[config.mk]
export PLATFORM = sky130hd
export DESIGN_NAME = ahb_apb_bridge_gen2
export DESIGN_NICKNAME = d
export VERILOG_FILES = /design/src/rtl/ahb_apb_bridge_gen2.sv
export SDC_FILE = /design/constraint.sdc
export NUM_CORES = 1
export LEC_CHECK = 0
export ABC_AREA = 0
export BUFFER_PORTS_ARGS = -buffer_cell sky130_fd_sc_hd__buf_2
export CORE_UTILIZATION = 40
export DETAILED_ROUTE_END_ITERATION = 8
export GPL_ROUTABILITY_DRIVEN = 1
export PLACE_DENSITY = 0.78
export SLEW_MARGIN = 0
export SYNTH_ARGS = -nofsm -noshare
export SYNTH_HDL_FRONTEND = slang
export SYNTH_SLANG_ARGS = --single-unit
[constraint.sdc]
create_clock -name hclk -period 2.7 [get_ports hclk]
set_clock_uncertainty 0.15 [all_clocks]
set_input_delay 0.54 -clock hclk [delete_from_list [all_inputs] [get_ports hclk]]
set_output_delay 0.54 -clock hclk [all_outputs]
set_load 0.01 [all_outputs]
[src/rtl/ahb_apb_bridge_gen2.sv]
// AHB-to-APB3 bridge: single AHB transfers become APB SETUP/ACCESS sequences.
// Slave errors, decode misses and pready timeouts all produce the two-cycle AHB ERROR response.
module ahb_apb_bridge_gen2 #(
  parameter int                ADDR_W    = 32,
  parameter int                DATA_W    = 32,
  parameter int                NUM_SLV   = 4,
  parameter int                SLV_SHIFT = 12,
  parameter logic [ADDR_W-1:0] BASE_ADDR = 32'h8000_0000,
  parameter int                TIMEOUT   = 255
) (
  input  logic               hclk,
  input  logic               hresetn,
  input  logic               hwrite,
  input  logic               hready_in,
  input  logic [1:0]         htrans,
  input  logic [ADDR_W-1:0]  haddr,
  input  logic [DATA_W-1:0]  hwdata,
  output logic [DATA_W-1:0]  hrdata,
  output logic               hr_readyout,
  output logic [1:0]         hresp,
  output logic [NUM_SLV-1:0] psel,
  output logic               penable,
  output logic               pwrite,
  output logic [ADDR_W-1:0]  paddr,
  output logic [DATA_W-1:0]  pwdata,
  input  logic [DATA_W-1:0]  prdata,
  input  logic               pready,
  input  logic               pslverr
);

  localparam int IDX_W = (NUM_SLV > 1) ? $clog2(NUM_SLV) : 1;
  localparam int CNT_W = (TIMEOUT > 0) ? $clog2(TIMEOUT + 1) : 1;
  localparam logic [CNT_W-1:0]  CNT_LAST   = (TIMEOUT > 0) ? CNT_W'(TIMEOUT - 1) : '0;
  localparam logic [ADDR_W:0]   REGION     = (ADDR_W + 1)'(NUM_SLV) << SLV_SHIFT;
  localparam logic [1:0]        RESP_OKAY  = 2'b00;
  localparam logic [1:0]        RESP_ERROR = 2'b01;

  typedef enum logic [2:0] {
    S_IDLE,
    S_WDATA,
    S_SETUP,
    S_ACCESS,
    S_ERR1,
    S_ERR2
  } state_t;

  state_t             state_reg;
  logic [IDX_W-1:0]   idx_reg;
  logic [CNT_W-1:0]   timeout_cnt_reg;
  logic [IDX_W-1:0]   haddr_idx;
  logic [ADDR_W-1:0]  offset;
  logic               in_range;
  logic               xfer_valid;
  logic [NUM_SLV-1:0] sel_new;
  logic [NUM_SLV-1:0] sel_held;

  // Unsigned wrap makes addresses below BASE_ADDR land far above REGION.
  assign offset     = haddr - BASE_ADDR;
  assign in_range   = {1'b0, offset} < REGION;
  assign xfer_valid = hready_in && (htrans == 2'b10 || htrans == 2'b11);

  generate
    if (NUM_SLV > 1) begin : g_idx
      assign haddr_idx = haddr[SLV_SHIFT +: IDX_W];
    end else begin : g_idx_single
      assign haddr_idx = '0;
    end

    for (genvar gi = 0; gi < NUM_SLV; gi++) begin : g_sel
      assign sel_new[gi]  = (haddr_idx == IDX_W'(gi));
      assign sel_held[gi] = (idx_reg == IDX_W'(gi));
    end
  endgenerate

  always_ff @(posedge hclk) begin
    if (!hresetn) begin
      state_reg       <= S_IDLE;
      idx_reg         <= '0;
      timeout_cnt_reg <= '0;
      psel            <= '0;
      penable         <= 1'b0;
      pwrite          <= 1'b0;
      paddr           <= '0;
      pwdata          <= '0;
      hrdata          <= '0;
      hr_readyout     <= 1'b1;
      hresp           <= RESP_OKAY;
    end else begin
      case (state_reg)
        // The completion cycle and ERR2 both take a new address phase.
        S_IDLE, S_ERR2: begin
          if (xfer_valid) begin
            idx_reg     <= haddr_idx;
            hr_readyout <= 1'b0;
            if (!in_range) begin
              state_reg <= S_ERR1;
              hresp     <= RESP_ERROR;
            end else begin
              paddr  <= haddr;
              pwrite <= hwrite;
              hresp  <= RESP_OKAY;
              if (hwrite) begin
                state_reg <= S_WDATA;
              end else begin
                state_reg <= S_SETUP;
                psel      <= sel_new;
              end
            end
          end else begin
            state_reg   <= S_IDLE;
            hr_readyout <= 1'b1;
            hresp       <= RESP_OKAY;
          end
        end

        S_WDATA: begin
          pwdata    <= hwdata;
          psel      <= sel_held;
          state_reg <= S_SETUP;
        end

        S_SETUP: begin
          timeout_cnt_reg <= '0;
          penable         <= 1'b1;
          state_reg       <= S_ACCESS;
        end

        S_ACCESS: begin
          if (pready) begin
            psel    <= '0;
            penable <= 1'b0;
            if (pslverr) begin
              state_reg <= S_ERR1;
              hresp     <= RESP_ERROR;
            end else begin
              if (!pwrite) begin
                hrdata <= prdata;
              end
              state_reg   <= S_IDLE;
              hr_readyout <= 1'b1;
            end
          end else if (TIMEOUT != 0 && timeout_cnt_reg == CNT_LAST) begin
            psel      <= '0;
            penable   <= 1'b0;
            state_reg <= S_ERR1;
            hresp     <= RESP_ERROR;
          end else if (TIMEOUT != 0) begin
            timeout_cnt_reg <= timeout_cnt_reg + CNT_W'(1);
          end
        end

        S_ERR1: begin
          state_reg   <= S_ERR2;
          hr_readyout <= 1'b1;
          hresp       <= RESP_ERROR;
        end

        default: begin
          state_reg   <= S_IDLE;
          psel        <= '0;
          penable     <= 1'b0;
          hr_readyout <= 1'b1;
          hresp       <= RESP_OKAY;
        end
      endcase
    end
  end

endmodule

; ---- Word level (Yosys, flattened, before mapping)
; Index checks and enable logic that the tools add are counted.
; W data, S select, Z words.
[totals]
output_inout_bits = 105
inputBits = 104
register_bits = 118
[classes]
addsub = 2
n_reduce_logical = 18
bitwise_logic = 5
n_mux = 29
magnitude_cmp = 1
n_eq_ne = 23
[op_table]
columns = operator, n
row1 = $lt A32 B15 Y1 const B, 1
row2 = $sub A32 B32 Y32 const B, 1
row3 = $mux W4, 5
row4 = $mux W8, 2
row5 = $pmux W4 S4, 1
row6 = $pmux W8 S2, 1
row7 = $mux W3, 5
row8 = $pmux W3 S5, 1
row9 = $ne A2 B2 Y1 const B, 7
row10 = $eq A2 B2 Y1 const B, 6
row11 = $reduce_and A3 Y1, 4
row12 = $mux W2, 5
row13 = $add A8 B1 Y8 const B, 1
row14 = $eq A8 B8 Y1 const B, 1
row15 = $pmux W2 S4, 1
row16 = $eq A3 B2 Y1 const B, 2
row17 = $eq A3 B3 Y1 const B, 2
row18 = $mux W1, 6
row19 = $ne A3 B3 Y1 const B, 2
row20 = $pmux W1 S3, 2
row21 = $reduce_or A2 Y1, 3
row22 = $not A1 Y1, 5
row23 = $reduce_and A5 Y1, 1
row24 = $eq A2 B1 Y1 const B, 2
row25 = 9 further kinds, 11

; ---- Depth between registers and ports, before layout
; Gate-level depths: netlist of run 1.
[depth]
depth_word = 5
mapped_depth = 8
ltp_nobuf = 7

; ---- Worst setup path before layout of run 1
; Ideal clock, no wire load.
[synth_timing]
kind = input to register
from = in haddr[20]
to = reg state_reg[1]
arrival_ps = 2013
required_time_ps = 2492
setup_slack_ps = 479
setup_time_ps = 58
cell_stages = 4
path_buffers = 0
path_cell_list = or4_4 -> or4b_4 -> nor4_4 -> o21a_1
[synth_between]
elab_chain_len = 5
[synth_rtl]
columns = item, line_no
row1 = start: declaration, 16  ; input logic [ADDR_W-1:0] haddr,
row2 = $sub A32 B32 Y32, 58  ; assign offset = haddr - BASE_ADDR;
row3 = $lt A32 B15 Y1, 59  ; assign in_range = {1'b0, offset} < REGION;
row4 = $mux W3, 95  ; if (!in_range) begin
row5 = $mux W3, 92  ; if (xfer_valid) begin
row6 = $pmux W3 S5, 89  ; case (state_reg)
row7 = end signal: assignment, 96  ; state_reg <= S_ERR1;
row8 = end signal: assignment, 103  ; state_reg <= S_WDATA;
row9 = end signal: assignment, 105  ; state_reg <= S_SETUP;
row10 = end: declaration, 47  ; state_t state_reg;
; Every way passes these cells.
; A chain may end at the register's enable or synchronous reset.

; ---- Worst setup path in the final report of run 1
[layout_timing]
from = reg state_reg[2]
to = reg psel[1]
[layout_between]
elab_chain_len = 4
[layout_rtl]
columns = item, line_no
row1 = start signal: assignment, 77  ; state_reg <= S_IDLE;
row2 = start signal: assignment, 96
row3 = start signal: assignment, 103
row4 = "$eq A3 B3 Y1, or another cell as far along", 89
row5 = $reduce_or A2 Y1 (on tied branches), n/a
row6 = $ne A2 B2 Y1 (no source line) or $not A1 Y1 (tied branches), n/a
row7 = $reduce_and A5 Y1 (no source line), n/a
row8 = end signal: assignment, 106  ; psel <= sel_new;
row9 = end signal: assignment, 118  ; psel <= sel_held;
row10 = end: declaration, 21  ; output logic [NUM_SLV-1:0] psel,
; Several ways; a longest one is shown, not always the timed one.

==> impl_metrics.env, run 1 <==
export IMPL_p_leak_uw=0.00279
export IMPL_cts_inserted_buffers=17
export IMPL_drt_iter0_markers=190
export IMPL_grt_overflow_total=0
export IMPL_hold_viol=0
export IMPL_worstPathCellList="nand3b_1 > a211o_1 > nand3_1 > or2_1 > a31o_1"
export IMPL_area_growth_pct=41.1
export IMPL_yosysSeqAreaShare_pct=54.7
export IMPL_initial_core_util_pct=41.3
export IMPL_synthArstFlopShare_pct=0
export IMPL_post_cts_resized=0
export IMPL_critPathMaxFanout=12
export IMPL_vias_per_cell=4.86
export IMPL_cp_start_kind="flop"
export IMPL_synth_area_per_cell_um2=8.27
export IMPL_fp_dieW_um=105
export IMPL_drv_cap=0
export IMPL_fin_crit_sh_pct=79.6
export IMPL_num_rows=37
export IMPL_ioPinCount=209
export IMPL_finalMaxSlewViolations=0
export IMPL_power_frac_clock_pct=50.3
export IMPL_clk_latency_ps=500
export IMPL_synth_edf_count=0
export IMPL_die_h_um=105
export IMPL_routabilityCongestion=0.813
export IMPL_cts_root_buf="clkbuf_8"
export IMPL_slowest_stage="dfxtp_1"
export IMPL_clockBufferDepth=2
export IMPL_antenna_cells=0
export IMPL_synth_cell_types=44
export IMPL_hold_class="in -> reg"
export IMPL_placed_cell_area_um2=5430
export IMPL_worstPathRequired_ps=2940
export IMPL_switching_share_pct=22.5
export IMPL_wl_um=11200
export IMPL_finalSetupTns_ps=0
export IMPL_yosysTopAreaCell="dfxtp_1"
export IMPL_rsz0062_at_grt="false"
export IMPL_grt_pass1_vias=4031
export IMPL_synth_ff_type="dfxtp_1"
export IMPL_routedWlPerCell_um=12.9
export IMPL_final_common_cell="buf_2"
export IMPL_dieArea_um2=11100
export IMPL_postCtsHoldBufs=0
export IMPL_syn_num_nets=624
export IMPL_drc_errors=0
export IMPL_final_nets=824
export IMPL_grt_first_pass_wirelength_um=18000
export IMPL_drive_gt1_share_pct=34.9
export IMPL_design_area_um2=6040
export IMPL_status="complete, no violations"
export IMPL_final_min_clock_period_ps=2150
export IMPL_path_class="reg -> reg"
export IMPL_regArea_um2=2340
export IMPL_p_comb_share_pct=9.3
export IMPL_fill_cells=926
export IMPL_grt_antenna_before_repair=0
export IMPL_p_int_uw=3520
export IMPL_synth_cells=518
export IMPL_cts_tree="built"
export IMPL_final_cell_mix="buf_2, nand2_1, dfxtp_1"
export IMPL_htreeDepth=4
export IMPL_crit_arrival_ps=2390
export IMPL_synthesis_area_um2=4280
export IMPL_power_density_nw_per_um2=753
export IMPL_critical_path_max_stage_delay_ps=600
export IMPL_ys_warn_count=0
export IMPL_peakVddDrop_mv=0.390
export IMPL_ys_ff_latch=117
export IMPL_io_buffers=206
export IMPL_numClockSinks=117
export IMPL_reg_top3="hrdata (32), paddr (32), pwdata (32)"
export IMPL_setup_viol=0
export IMPL_dpl_hpwl_um=7900
export IMPL_cts_setup_buffers=0
export IMPL_seq_power_share_pct=40.4
export IMPL_multi_input_area_um2=1790
export IMPL_p_sw_uw=1030
export IMPL_end_kind="flop"
export IMPL_synth_top_area_share_pct=54.7
export IMPL_core_area_um2=10400
export IMPL_max_clock_freq_mhz=465
export IMPL_synthTopCellsByArea="dfxtp_1, nand2_1, a21oi_1"
export IMPL_dr_pass1_iters=4
export IMPL_ant_nets=0
export IMPL_clk_pin_slew_ps=60
export IMPL_grt_use_total_pct=20.2
export IMPL_via_count=4211
export IMPL_grt_max_degree=50
==> layer usage <==
layer  global-route usage [%]  part of all wire, %  up-vias
met5                        0                    0        -
met4                     8.35                  1.5        0
met3                     6.00                  7.2       15
met2                     35.1                   50      158
met1                     23.0                   41     1931
li1                         -                    -     2107
==> kinds of logic (layout without fill, tap and decap cells) <==
logic type	Yosys count	after routing	synth area share, %
xor+xnor	8	8	1.64
compound gates	102	102	12.3
fa+ha+maj	2	2	0.584
mux	5	5	1.20
other cells	1	1	0.0876
flops	117	117	54.7
simple gates	245	245	25.7
buf+inv	38	250	3.77
==> final timing paths <==
kind / end / from / slack, ps / cells after the start
worst min-delay path: hrdata[8] / prdata[8] / 120 / 3
worst max-delay path: psel[1] / state_reg[2] / 550 / 5
worst max register to register: psel[1] / state_reg[2] / 550 / 5
worst min register to register: pwdata[17] / pwdata[17] / 300 / 2
==> synth_stat cells, types with 6 or more instances <==
cell      instances
a21oi_1          86
and3_1           19
clkbuf_1         29
dfxtp_1         117
nand2_1         167
nand3_1           7
nor2_1           17
nor3_1            8
o21ai_0           9
xor2_1            6
==> critical path: cells and delay by family, from the launching register on <==
| kind | cells | cell delay (ps) |
|---|---|---|
| AOI/OAI and AO/OA | 2 | 510 |
| DFF | 1 | 600 |
| and+or+nand+nor | 3 | 770 |
==> power by group through the flow <==
stage          sequential, µW  combinational, µW  clock [µW]
6_report                 1840                424        2290
5_1_grt                  1840                473        2410
4_1_cts                  1830                425        2340
3_5_place_dp             1870                421           0
3_3_place_gp             1870                409           0
2_1_floorplan            1870                233           0
==> cell type report <==
cell class	instances	share of cell area, %
inverters	3	0.186
clock buffers	21	7.60
clock inverters	10	2.53
flip-flops and latches	117	38.7
well taps	136	2.82
repair buffers	216	18.5
multi-input cells	363	29.6
==> through the flow <==
step / hold WS, ps / cells / util (%) / setup WS [ps] / power [µW]
after floorplan: 304 / 518 / - / 479 / 2110
after global placement: 285 / 835 / 52.4 / 271 / 2280
after detailed placement: 293 / 835 / 52.4 / 246 / 2290
after CTS: 96.8 / 866 / 58.3 / 580 / 4600
after global routing: 102 / 866 / 58.3 / 462 / 4730
final: 118 / 866 / 58.3 / 550 / 4550
Power figures use the tool's default switching activity.
==> inputs of run 2 (changes only) <==
--- a/config.mk
+++ b/config.mk
@@ -10,7 +10,7 @@
 export CORE_UTILIZATION = 40
 export DETAILED_ROUTE_END_ITERATION = 8
 export GPL_ROUTABILITY_DRIVEN = 1
-export PLACE_DENSITY = 0.78
+export PLACE_DENSITY = 0.81
 export SLEW_MARGIN = 0
 export SYNTH_ARGS = -nofsm -noshare
 export SYNTH_HDL_FRONTEND = slang
==> constraint.sdc (replaced) <==
create_clock -name hclk -period 1.8 [get_ports hclk]
set_clock_uncertainty 0.15 [all_clocks]
set_input_delay 0.36 -clock hclk [delete_from_list [all_inputs] [get_ports hclk]]
set_output_delay 0.36 -clock hclk [all_outputs]
set_load 0.01 [all_outputs]
==> run 2 against run 1 <==
Compared with the run above:
- the run now ends with negative setup slack left
- maximum frequency increased by 19%
- hold slack got worse by 33 ps
- combinational power increased by 130%
- sequential power increased by 49%
==> impl_metrics.env, run 2 (synthesis gave the netlist of run 1 again) <==
export IMPL_seq_power_share_pct=37.3
export IMPL_antenna_cells=0
export IMPL_hold_class="in -> reg"
export IMPL_vias_per_cell=4.93
export IMPL_layout_setup_ws_ps=-4.00
export IMPL_drive_gt1_share_pct=36.6
export IMPL_fp_dieW_um=105
export IMPL_total_power_uw=7360
export IMPL_regArea_um2=2350
export IMPL_routabilityCongestion=0.774
export IMPL_ant_nets=0
export IMPL_status="finished, violations left"
export IMPL_multi_input_area_um2=1880
export IMPL_dieArea_um2=11100
export IMPL_fin_crit_sh_pct=100
export IMPL_critPathMaxFanout=4
export IMPL_grt_overflow_total=0
export IMPL_finalMaxSlewViolations=0
export IMPL_grt_pass1_vias=4798
export IMPL_violations="negative setup slack"
export IMPL_drv_cap=0
export IMPL_wl_um=14400
export IMPL_peakVddDrop_mv=0.539
export IMPL_worstPathRequired_ps=2050
export IMPL_grt_antenna_before_repair=0
export IMPL_final_min_clock_period_ps=1800
export IMPL_core_area_um2=10400
export IMPL_htreeDepth=4
export IMPL_cts_inserted_buffers=17
export IMPL_io_buffers=206
export IMPL_setup_viol=1
export IMPL_fin_cells=980
export IMPL_final_common_cell="buf_2"
export IMPL_drc_errors=0
export IMPL_fill_cells=756
export IMPL_p_comb_share_pct=13.1
export IMPL_grt_use_total_pct=25.8
export IMPL_area_growth_pct=70.9
export IMPL_dp_cells=863
export IMPL_dr_pass1_iters=4
export IMPL_rsz0062_at_grt="true"
export IMPL_clk_latency_ps=510
export IMPL_max_clock_freq_mhz=554
export IMPL_cts_tree="built"
export IMPL_grt_max_degree=87
export IMPL_num_rows=37
export IMPL_cp_start_kind="flop"
export IMPL_final_nets=937
export IMPL_p_int_uw=5640
export IMPL_finalSetupTns_ps=-4.00
export IMPL_grt_first_pass_wirelength_um=22400
export IMPL_final_cell_mix="buf_2, nand2_1, dfxtp_1"
export IMPL_power_density_nw_per_um2=1010
export IMPL_clockBufferDepth=2
export IMPL_power_frac_clock_pct=49.6
export IMPL_clk_pin_slew_ps=60
export IMPL_p_leak_uw=0.00334
export IMPL_initial_core_util_pct=41.3
export IMPL_p_sw_uw=1720
export IMPL_routedWlPerCell_um=14.7
export IMPL_drt_iter0_markers=251
export IMPL_fin_util_pct=70.6
export IMPL_hold_viol=0
export IMPL_die_h_um=105
export IMPL_end_kind="flop"
export IMPL_dpl_hpwl_um=8020
export IMPL_via_count=4831
export IMPL_ioPinCount=209
export IMPL_switching_share_pct=23.4
export IMPL_path_class="reg -> reg"
export IMPL_numClockSinks=117
export IMPL_crit_arrival_ps=2050
export IMPL_cts_root_buf="clkbuf_8"
export IMPL_reg_top3="hrdata (32), paddr (32), pwdata (32)"
==> run 2: cell types whose count changed in the layout (fill, tap and decap cells not counted), moves of 4 or more <==
cell           previous run  this run
buf_12                    1         6
buf_4                     9        33
buf_6                     0         4
dfxtp_1                 117       113
dlygate4sd3_1             0        79
==> run 2: power by group through the flow <==
stage,logic [µW],clock network [µW],registers (µW)
final,964,3650,2750
after global routing,1030,3830,2760
after CTS,891,3690,2740
after detailed placement,730,0,2790
after global placement,724,0,2790
after floorplan,350,0,2810
==> run 2: final cells by class <==
class | count | area share (%)
clock buffers | 20 | 6.09
clock inverters | 12 | 2.75
inverters | 3 | 0.154
multi-input cells | 363 | 25.7
flip-flops and latches | 117 | 32.1
well taps | 136 | 2.32
repair buffers | 329 | 30.9
==> run 2: timing repair <==
action / 4_1_cts / 5_1_grt
pin swaps: 6 / 7
endpoints found under the hold margin: 79 / 0
gates resized for setup: 12 / 16
endpoints found under the setup margin: 13 / 33
hold buffers: 79 / 0
setup buffers: 1 / 4
cloned: 0 / 1
==> run 2: final timing paths <==
path	startpoint	endpoint	slack, ps	depth (start not counted)
max	timeout_cnt_reg[0]	psel[1]	-4	7
min	hresetn	state_reg[1]	80	2
max reg2reg	timeout_cnt_reg[0]	psel[1]	-4	7
min reg2reg	pwdata[10]	pwdata[10]	300	2
==> run 2: per-stage QoR <==
| step | hold slack, ps | cell area, µm² | worst slack [ps] |
|---|---|---|---|
| after floorplan | 304 | 4290 | -241 |
| after global placement | 285 | 5710 | -426 |
| after detailed placement | 291 | 5710 | -409 |
| after CTS | 58.7 | 7200 | 2.14 |
| after global routing | 62.1 | 7320 | -62.7 |
| final | 84.5 | 7320 | -4.00 |
==> run 2: worst max-delay path, cell delays in order (launching register included) <==
cell     delay (ps)
dfxtp_2         320
inv_2            50
ha_2            150
and3_4          190
a211o_1         230
nand3_2         110
or2_4           290
a31o_1          210
==> run 2: routing by layer <==
metal  track usage [%]  vias up  part of all wire [%]
met5                 0        -                     0
met4              11.0        0                   2.4
met2              46.9      193                    52
met1              27.3     2264                    39
li1                  -     2344                     -
met3              7.79       30                   6.5
